**src/rtl/swd_txn_ctrl.sv**
```systemverilog
// SWD transaction controller: turns host requests into PHY shift commands, retries WAIT
// acknowledges up to RETRY_MAX times and returns one response per request.
module swd_txn_ctrl #(
  parameter int unsigned RETRY_MAX = 15
) (
  input  logic        CLK,
  input  logic        RESETn,
  input  logic        REQ_VALID,
  output logic        REQ_READY,
  input  logic        REQ_LRESET,
  input  logic        REQ_APNDP,
  input  logic        REQ_RNW,
  input  logic [1:0]  REQ_ADDR,
  input  logic [31:0] REQ_WDATA,
  output logic        RSP_VALID,
  input  logic        RSP_READY,
  output logic [31:0] RSP_RDATA,
  output logic [2:0]  RSP_ERR,
  output logic        PHY_VALID,
  output logic [5:0]  PHY_T0,
  output logic [5:0]  PHY_T1,
  output logic [63:0] PHY_SO,
  output logic [5:0]  PHY_LEN,
  input  logic [35:0] PHY_SI,
  input  logic        PHY_READY,
  input  logic [2:0]  PHY_ERR
);

  typedef enum logic [2:0] {StIdle, StIssue, StBusy, StEval, StResp} state_e;

  state_e      state_q, state_d;
  logic        lreset_q, lreset_d;
  logic        rnw_q, rnw_d;
  logic [3:0]  retry_q, retry_d;
  logic [5:0]  t0_q, t0_d, t1_q, t1_d, len_q, len_d;
  logic [63:0] so_q, so_d;
  logic [32:0] si_q, si_d;
  logic [2:0]  perr_q, perr_d;
  logic [31:0] rdata_q, rdata_d;
  logic [2:0]  err_q, err_d;
  logic [7:0]  hdr;
  logic [31:0] rd;
  logic        unused_si;

  // Upper PHY_SI bits carry the acknowledge, already decoded by the PHY into PHY_ERR.
  assign unused_si = ^PHY_SI[35:33];

  assign hdr = {1'b1, 1'b0, ^{REQ_ADDR, REQ_RNW, REQ_APNDP}, REQ_ADDR[1], REQ_ADDR[0],
                REQ_RNW, REQ_APNDP, 1'b1};

  // Read data arrives LSB first right after the acknowledge; bit 0 is the parity bit.
  always_comb begin
    rd = '0;
    for (int i = 0; i < 32; i++) rd[i] = si_q[32-i];
  end

  always_comb begin
    state_d  = state_q;
    lreset_d = lreset_q;
    rnw_d    = rnw_q;
    retry_d  = retry_q;
    t0_d     = t0_q;
    t1_d     = t1_q;
    len_d    = len_q;
    so_d     = so_q;
    si_d     = si_q;
    perr_d   = perr_q;
    rdata_d  = rdata_q;
    err_d    = err_q;
    case (state_q)
      StIdle: begin
        if (REQ_VALID) begin
          state_d  = StIssue;
          lreset_d = REQ_LRESET;
          rnw_d    = REQ_RNW;
          retry_d  = 4'd0;
          if (REQ_LRESET) begin
            len_d = 6'd58;
            t0_d  = 6'd0;
            t1_d  = 6'd63;
            so_d  = {14'b0, {50{1'b1}}};
          end else if (REQ_RNW) begin
            len_d = 6'd46;
            t0_d  = 6'd8;
            t1_d  = 6'd45;
            so_d  = {56'b0, hdr};
          end else begin
            len_d = 6'd46;
            t0_d  = 6'd8;
            t1_d  = 6'd12;
            so_d  = {23'b0, ^REQ_WDATA, REQ_WDATA, hdr};
          end
        end
      end
      StIssue: if (!PHY_READY) state_d = StBusy;
      StBusy: begin
        if (PHY_READY) begin
          state_d = StEval;
          si_d    = PHY_SI[32:0];
          perr_d  = PHY_ERR;
        end
      end
      StEval: begin
        state_d = StResp;
        rdata_d = '0;
        err_d   = 3'd0;
        if (!lreset_q) begin
          case (perr_q)
            3'd0: begin
              if (rnw_q) begin
                rdata_d = rd;
                err_d   = (si_q[0] != ^rd) ? 3'd4 : 3'd0;
              end
            end
            3'd2: begin
              if (32'(retry_q) < RETRY_MAX) begin
                retry_d = retry_q + 4'd1;
                state_d = StIssue;
              end else begin
                err_d = 3'd2;
              end
            end
            3'd1, 3'd3, 3'd7: err_d = perr_q;
            default:          err_d = 3'd7;
          endcase
        end
      end
      StResp: if (RSP_READY) state_d = StIdle;
      default: state_d = StIdle;
    endcase
  end

  always_ff @(posedge CLK) begin
    if (!RESETn) begin
      state_q  <= StIdle;
      lreset_q <= 1'b0;
      rnw_q    <= 1'b0;
      retry_q  <= 4'd0;
      t0_q     <= '0;
      t1_q     <= '0;
      len_q    <= '0;
      so_q     <= '0;
      si_q     <= '0;
      perr_q   <= '0;
      rdata_q  <= '0;
      err_q    <= '0;
    end else begin
      state_q  <= state_d;
      lreset_q <= lreset_d;
      rnw_q    <= rnw_d;
      retry_q  <= retry_d;
      t0_q     <= t0_d;
      t1_q     <= t1_d;
      len_q    <= len_d;
      so_q     <= so_d;
      si_q     <= si_d;
      perr_q   <= perr_d;
      rdata_q  <= rdata_d;
      err_q    <= err_d;
    end
  end

  assign REQ_READY = (state_q == StIdle);
  assign RSP_VALID = (state_q == StResp);
  assign PHY_VALID = (state_q == StIssue);
  assign PHY_T0    = t0_q;
  assign PHY_T1    = t1_q;
  assign PHY_LEN   = len_q;
  assign PHY_SO    = so_q;
  assign RSP_RDATA = rdata_q;
  assign RSP_ERR   = err_q;

endmodule

```
**config.mk**
```make
export PLATFORM = sky130hd
export DESIGN_NAME = swd_txn_ctrl
export DESIGN_NICKNAME = d
export VERILOG_FILES = /design/src/rtl/swd_txn_ctrl.sv
export SDC_FILE = /design/constraint.sdc
export NUM_CORES = 1
export LEC_CHECK = 0
export BUFFER_PORTS_ARGS = -buffer_cell sky130_fd_sc_hd__buf_2
export CORE_MARGIN = 10
export CORE_UTILIZATION = 50
export DETAILED_ROUTE_END_ITERATION = 10
export PLACE_DENSITY = 0.8
export SETUP_SLACK_MARGIN = 0.3
export SYNTH_ARGS = -nofsm -noshare
export SYNTH_HDL_FRONTEND = slang
export SYNTH_SLANG_ARGS = --single-unit
export TNS_END_PERCENT = 100
```
**constraint.sdc**
```tcl
create_clock -name CLK -period 2.9 [get_ports CLK]
set_clock_uncertainty 0.05 [all_clocks]
set_input_delay 0.58 -clock CLK [delete_from_list [all_inputs] [get_ports CLK]]
set_output_delay 0.58 -clock CLK [all_outputs]
set_load 0.05 [all_outputs]
```
# Word level (Yosys, flattened, before mapping)
# Cells that the tools add are included.
[totals]
in_bits = 81
ff_bits = 162
wordCells = 68
out_inout_bits = 120
[classes]
n_eq_ne = 16
reduce_logical = 11
addsub = 1
order_cmp = 1
n_mux = 27
[ops]
columns = ["operator", "n"]
rows = [
  ["2-to-1 mux 32 bit", 3],
  ["XOR reduction 32 bit", 2],
  ["2-to-1 mux 50 bit", 1],
  ["2-to-1 mux 41 bit", 1],
  ["2-to-1 mux 3 bit", 10],
  ["2-to-1 mux 4 bit", 5],
  ["one-hot mux 3 bit (5 select lines)", 1],
  ["equality test 3 x 2 -> 1 bit, second input constant", 4],
  ["2-to-1 mux 6 bit", 2],
  ["!= test 2 bit, second input constant", 6],
  ["one-hot mux 3 bit (3 select lines)", 1],
  ["one-hot mux 4 bit (2 select lines)", 1],
  ["equality test 3 x 1 -> 1 bit, second input constant", 2],
  ["equality test 3 bit, second input constant", 2],
  ["logical NOT 3 bit", 2],
  ["2-to-1 mux 5 bit", 1],
  ["AND reduction 5 bit", 1],
  ["adder 4 x 1 -> 4 bit, second input constant", 1],
  ["less-than comparator 4 bit, second input constant", 1],
  ["AND reduction 2 bit", 2],
  ["AND reduction 4 bit", 1],
  ["XOR reduction 4 bit", 1],
  ["OR reduction 3 bit", 1],
  ["2-to-1 mux 2 bit", 1],
  ["3 further kinds", 3],
]

# Depth between registers and ports, before layout
# Gate-level depths: netlist of run 1.
[logic_depth]
ltp_word = 6
depth_mapped = 8
mapped_depth_nobuf = 8

# Worst setup path after synthesis of run 1
# Ideal clock, no wire load.
[synth_timing]
path_kind = "register to output"
start = "register state_q[1]"
end = "output PHY_VALID"
path_slack_ns = 0.662
required_ns = 2.270
t_arrival_ns = 1.608
path_stages_with_launch = 3
path_buffers = 1
path_cell_list = "dfxtp_1 -> clkbuf_1 -> nor3_1"
[synth_between]
elab_chain_cells = 1
[synth_rtl]
columns = ["element", "line", "rtl"]
rows = [
  ["start: declaration", "31", "state_e state_q, state_d;"],
  ["start signal: assignment", "135", "state_q <= StIdle;"],
  ["start signal: assignment", "148", "state_q <= state_d;"],
  ["equality test 3 x 1 -> 1 bit", "165", "assign PHY_VALID = (state_q == StIssue);"],
  ["end: declaration", "19", "output logic PHY_VALID,"],
]
# No other way between the ends.

# Worst setup path after layout of run 1
[layout_timing]
start = "register state_q[2]"
end = "register rdata_q[18], in the netlist RSP_RDATA[18]"
[layout_between]
elab_chain_cells = 1
[layout_rtl]
columns = ["element", "line", "rtl"]
rows = [
  ["equality test 3 x 2 -> 1 bit", "70", "case (state_q)"],
  ["end signal: assignment", "158", "rdata_q <= rdata_d;"],
  ["end: declaration", "39", "logic [31:0] rdata_q, rdata_d;"],
]
# No other way between the ends.
# A chain may end at the register's enable or synchronous reset.

==> results.toml, run 1 <==
[status]
status = "completed"

[floorplan]
rows = 38
io_pins = 201
core_area_mm2 = 0.0109
die_width_um = 126
start_util_pct = 51.2
dieArea_mm2 = 0.0158
fp.dieH_um = 126

[setup_path]
r2r-start = "state_q[2]"
path_class = "flop to flop"
cp-start-kind = "flop"
ff2ff_setup_slack_ns = 0.68
reg2reg_depth = 5
cp-end-kind = "flop"
r2r-end = "RSP_RDATA[18]"
critPathRequiredTime_ns = 3.30
cp.arrival_ns = 2.62
critPathMaxFanout = 24

[routing]
dr.pass1.iters = 5
wl_per_cell_um = 16.0
drc_errors = 0
drt_iter0_markers = 272
via_per_inst = 5.25
ant_nets = 0
route.vias.total = 4816
detail_route.wirelength_um = 14700

[sta]
rsz0062_at_grt = "no"
slew_headroom_pct = 38.9
slew_viol_final = 0
setup-violations-final = 0
setup_slack_ns = 0.680
fmax_mhz = 450
fin_crit_ns = 2.22
post-route-period-util_pct = 76.6
hold_viol = 0
worst_slew_pin_slew_ns = 0.917
fin_tns_setup_ns = 0

[power]
vdd_ir_drop_max_v = 0.000790
total_leakage_power_nw = 3.21
power.internal_mw = 3.92
seqPwrFrac_pct = 31.7
p_sw_share_pct = 38.7
switching_power_mw = 2.48
power.share.combinational_pct = 34.9
powerDensity_mw_per_mm2 = 928
power_frac_clock_pct = 33.5

[clocking]
holdBufCountCts = 0
cts_resized = 0
cts_sinks = 120
cts_setup_buffers = 0
clk_path_buf_depth = 2
clockRootBuffer = "clkbuf_8"
cts_made_buffers = 17
clock_latency_ns = 0.52
cts_tree = "yes"
path_clk_slew_ns = 0.06
htree_levels = 4

[placement]
port_buffers = 177
hpwl_um = 10500
dpl_worst_slack_ns = 0.735
place_congestion = 0.809

[flow_run]
cap_violations = 0

[worst_hold_path]
min_from = "PHY_SI[22]"
min_path_cells = 3
holdCritPathClass = "primary input to flop"
whs_endpoint = "si_q[22]"

[synth]
synth_ff_type = "dfxtp_1"
synth.area.top_cells = "dfxtp_1 (43%), xnor2_1 (8.6%), nand2_1 (7.9%), o211a_1 (5.7%), buf_4 (5.7%)"
syn_inst = 631
synth_edf_count = 0
synth-seq-cells = 120
netlist_area_mm2 = 0.00558
synthTopCellsByCount = "dfxtp_1 (120), nand2_1 (118), xnor2_1 (55)"
ys_types = 40
ys_async_sr_fraction_pct = 0
synth.avg_cell_area_um2 = 8.84
synth_top_cell_by_area = "dfxtp_1"
synth_top_cell_area_share_pct = 43.1
yosys_warnings = 0
yosysMostFrequentCell = "dfxtp_1"
ys_seq_area_share_pct = 43.1

[global_route]
grt_pass1_vias = 4941
grt_overflow = 0
antenna_found_initial = 0
grt_usage_pct = 18.1
grt_pass1_wl_um = 23900
grt_max_degree = 80

[cells_and_area]
drive_gt1_share_pct = 27.8
finalNetCount = 848
area_growth_pct = 23.7
diodes = 0
## flip-flops by register name, indices dropped and copies added (netlist names)
| signal | count |
|---|---|
| PHY_LEN | 1 |
| PHY_SO | 37 |
| PHY_T1 | 3 |
| RSP_ERR | 3 |
| RSP_RDATA | 32 |
| perr_q | 3 |
| retry_q | 4 |
| rnw_q | 1 |
| si_q | 33 |
| state_q | 3 |
## routing by layer
metal / track usage [%] / vias to the layer above / routed length, um
li1: - / 2333 / -
met1: 18.9 / 2251 / 5870
met2: 30.3 / 212 / 6940
met3: 9.14 / 20 / 1650
met4: 7.11 / 0 / 216
met5: 0 / - / 0
## metrics by stage
step / hold WS (ns) / util [%] / std cells / total power [mW] / area (um^2)
floorplan: 0.389 / - / 650 / 3.90 / 5650
CTS: 0.236 / 63.4 / 918 / 6.46 / 6900
detailed placement: 0.414 / 57.8 / 887 / 4.30 / 6300
finish: 0.260 / 63.4 / 918 / 6.40 / 6900
global placement: 0.414 / 57.8 / 887 / 4.25 / 6300
global route: 0.246 / 63.4 / 918 / 6.70 / 6900
## placed cells by master, fill, tap and decap left out, drive strengths merged
cell type,n
o211a,32
o21ai,6
nor2,14
nand2b,1
conb,20
nand4,1
o21a,2
a311oi,1
o311a,1
and2,2
and4,1
a21boi,38
dfxtp,120
nand2,118
nor3,11
a21oi,38
nand3,1
a221oi,1
nor3b,6
buf,185
clkinvlp,1
clkbuf,22
xnor3,1
and3b,1
xor2,10
ha,1
bufinv,4
clkinv,4
inv,2
mux2i,2
a22oi,32
or2,1
and3,2
nor4,2
or3,1
xnor2,56
nor2b,37
## critical path: stages, from the launching register on
cell and delay [ns]:
dfxtp_1 0.50, nand2b_1 0.21, or2_1 0.73, buf_4 0.37, a22oi_1 0.13, nor2b_1 0.16
## worst max-delay path by stage
stage,startpoint,end,slack [ns],depth (start not counted)
finish,state_q[2],RSP_RDATA[18],0.68,5
floorplan,state_q[1],PHY_VALID,0.66,2
detailed placement,state_q[2],RSP_RDATA[8],0.74,5
CTS,state_q[2],RSP_RDATA[18],0.70,5
global placement,state_q[2],RSP_RDATA[10],0.84,5
global route,state_q[2],RSP_RDATA[18],0.55,5
## power by group through the flow
stage	Clock [mW]	Sequential, mW	Combinational, mW
global route	2.27	2.06	2.37
global placement	0	2.04	2.21
CTS	2.18	2.03	2.25
floorplan	0	2.61	1.30
detailed placement	0	2.06	2.24
finish	2.14	2.03	2.23
## cells by family after synthesis
group                      share of synthesized area, %
AOI/OAI and AO/OA                                  19.9
xor gates and xnor gates                           10.9
adders and majority gates                         0.224
buffers and inverters                              9.15
DFF                                                43.1
muxes                                             0.359
other                                            0.0672
and+or+nand+nor                                    16.4
## layout make-up
| class | count | area, um^2 |
|---|---|---|
| Tap cell | 140 | 175 |
| Clock buffer | 22 | 453 |
| Timing Repair Buffer | 185 | 971 |
| Multi-Input combinational cell | 440 | 2740 |
| Inverter | 2 | 7.51 |
| Clock inverter | 9 | 148 |
| Sequential cell | 120 | 2400 |
| Fill cell | 898 | 3990 |
Power figures use the tool's default switching activity.
==> run 2, diff against run 1 <==
==> constraint.sdc (replaced) <==
create_clock -name CLK -period 2.15 [get_ports CLK]
set_clock_uncertainty 0.05 [all_clocks]
set_input_delay 0.43 -clock CLK [delete_from_list [all_inputs] [get_ports CLK]]
set_output_delay 0.43 -clock CLK [all_outputs]
set_load 0.05 [all_outputs]
==> run 2 against run 1 <==
  * Core utilization increased by 1.9 points
  * First-iteration DRC count increased by 8.1%
  * Flip-flop and latch count stayed put
  * Via count down 0.56%
  * Critical path type unchanged
  * Largest cell class unchanged
  * Largest power group unchanged
  * Highest routed layer unchanged
==> results.toml, run 2 (same netlist as run 1, synthesis figures left out) <==
[status]
status = "completed"

[cells_and_area]
drive_gt1_share_pct = 31.6
area_growth_pct = 27.5
final_common_cell = "buf_2"
largest_reg_flops = 37
final_area_mm2 = 0.00711
final_core_util_pct = 65.3
diodes = 0
final_cell_mix = "buf_2 (161), nand2_1 (117), dfxtp_1 (109)"
n_fill_cell = 869
finalNetCount = 856

[clocking]
cts_sinks = 120
clk_path_buf_depth = 2
htree_levels = 4
clockRootBuffer = "clkbuf_8"
holdBufCountCts = 0
path_clk_slew_ns = 0.06
cts_made_buffers = 17
cts_tree = "yes"
clock_latency_ns = 0.51

[power]
total_leakage_power_nw = 3.27
power.share.combinational_pct = 37.0
seqPwrFrac_pct = 31.5
vdd_ir_drop_max_v = 0.000994
switching_power_mw = 3.41
powerDensity_mw_per_mm2 = 1230
power_frac_clock_pct = 31.5
fin_total_pwr_mw = 8.75
p_sw_share_pct = 38.9
power.internal_mw = 5.34

[placement]
hpwl_um = 10300
placed_cell_area_mm2 = 0.00633
place_congestion = 0.799
port_buffers = 177
dpl_worst_slack_ns = 0.185

[floorplan]
fp.dieH_um = 126
start_util_pct = 51.2
dieArea_mm2 = 0.0158
die_width_um = 126
io_pins = 201
core_area_mm2 = 0.0109
rows = 38

[sta]
fin_crit_ns = 1.92
setup-violations-final = 0
post-route-period-util_pct = 89.3
rsz0062_at_grt = "yes"
slew_viol_final = 0
setup_slack_ns = 0.230
fmax_mhz = 521
fin_tns_setup_ns = 0
hold_viol = 0

[global_route]
grt_max_degree = 120
grt_overflow = 0
grt_pass1_wl_um = 23400
grt_pass1_vias = 4907
antenna_found_initial = 0
grt_usage_pct = 17.7

[setup_path]
cp.arrival_ns = 2.26
critPathMaxFanout = 3
critPathRequiredTime_ns = 2.49
path_class = "flop to flop"
cp-end-kind = "flop"
cp-start-kind = "flop"
reg2reg_depth = 7

[routing]
dr.pass1.iters = 5
wl_per_cell_um = 16.0
route.vias.total = 4789
drc_errors = 0
via_per_inst = 5.17
drt_iter0_markers = 294
detail_route.wirelength_um = 14900
ant_nets = 0

[worst_hold_path]
holdCritPathClass = "primary input to flop"
min_path_cells = 3

[flow_run]
cap_violations = 0
run 2: worst max-delay path, cell delays in order, from the launching register on:
cell      delay [ns]
dfxtp_2         0.35
xor2_1          0.18
xnor2_1         0.16
xnor2_1         0.16
xnor3_1         0.43
xnor2_1         0.14
a221oi_1        0.24
nor2b_1         0.08
run 2: power by group through the flow:
stage	Sequential (mW)	Combinational [mW]	Clock, mW
after CTS	2.73	3.14	2.81
after floorplan	3.52	1.75	0
after global placement	2.74	3.02	0
after detailed placement	2.76	3.05	0
final	2.75	3.24	2.76
after global routing	2.79	3.44	2.91
run 2: routing by layer:
layer / up-vias / track usage [%] / share of wire (%)
met5: - / 0 / 0
met4: 0 / 8.33 / 2.0
met3: 23 / 8.26 / 10
met2: 184 / 28.8 / 47
met1: 2221 / 19.1 / 41
li1: 2361 / - / -
run 2: through the flow:
stage	cells	hold slack, ns
final	927	0.112
after global placement	891	0.414
after global routing	927	0.0984
after floorplan	650	0.389
after detailed placement	891	0.419
after CTS	924	0.0838
run 2: worst paths after layout:
kind,from,to,slack [ns]
worst max-delay path,si_q[9],RSP_ERR[2],0.23
worst min-delay path,PHY_SI[22],si_q[22],0.11
worst max register to register,si_q[9],RSP_ERR[2],0.23
worst min register to register,rnw_q,rnw_q,0.43
run 2: final cells by class:
class	count	area, um^2	share of cell area (%)
Inverter	2	12.5	0.176
Timing Repair Buffer	193	1100	15.5
Clock inverter	10	125	1.76
Multi-Input combinational cell	440	2820	39.6
Clock buffer	22	453	6.37
Sequential cell	120	2420	34.1
Tap cell	140	175	2.46
run 2: repair_timing:
action                                  in CTS  in global routing
gates resized for setup                     32                 23
setup buffers                                1                  3
pin swaps                                   11                  9
endpoints found under the setup margin      18                 45
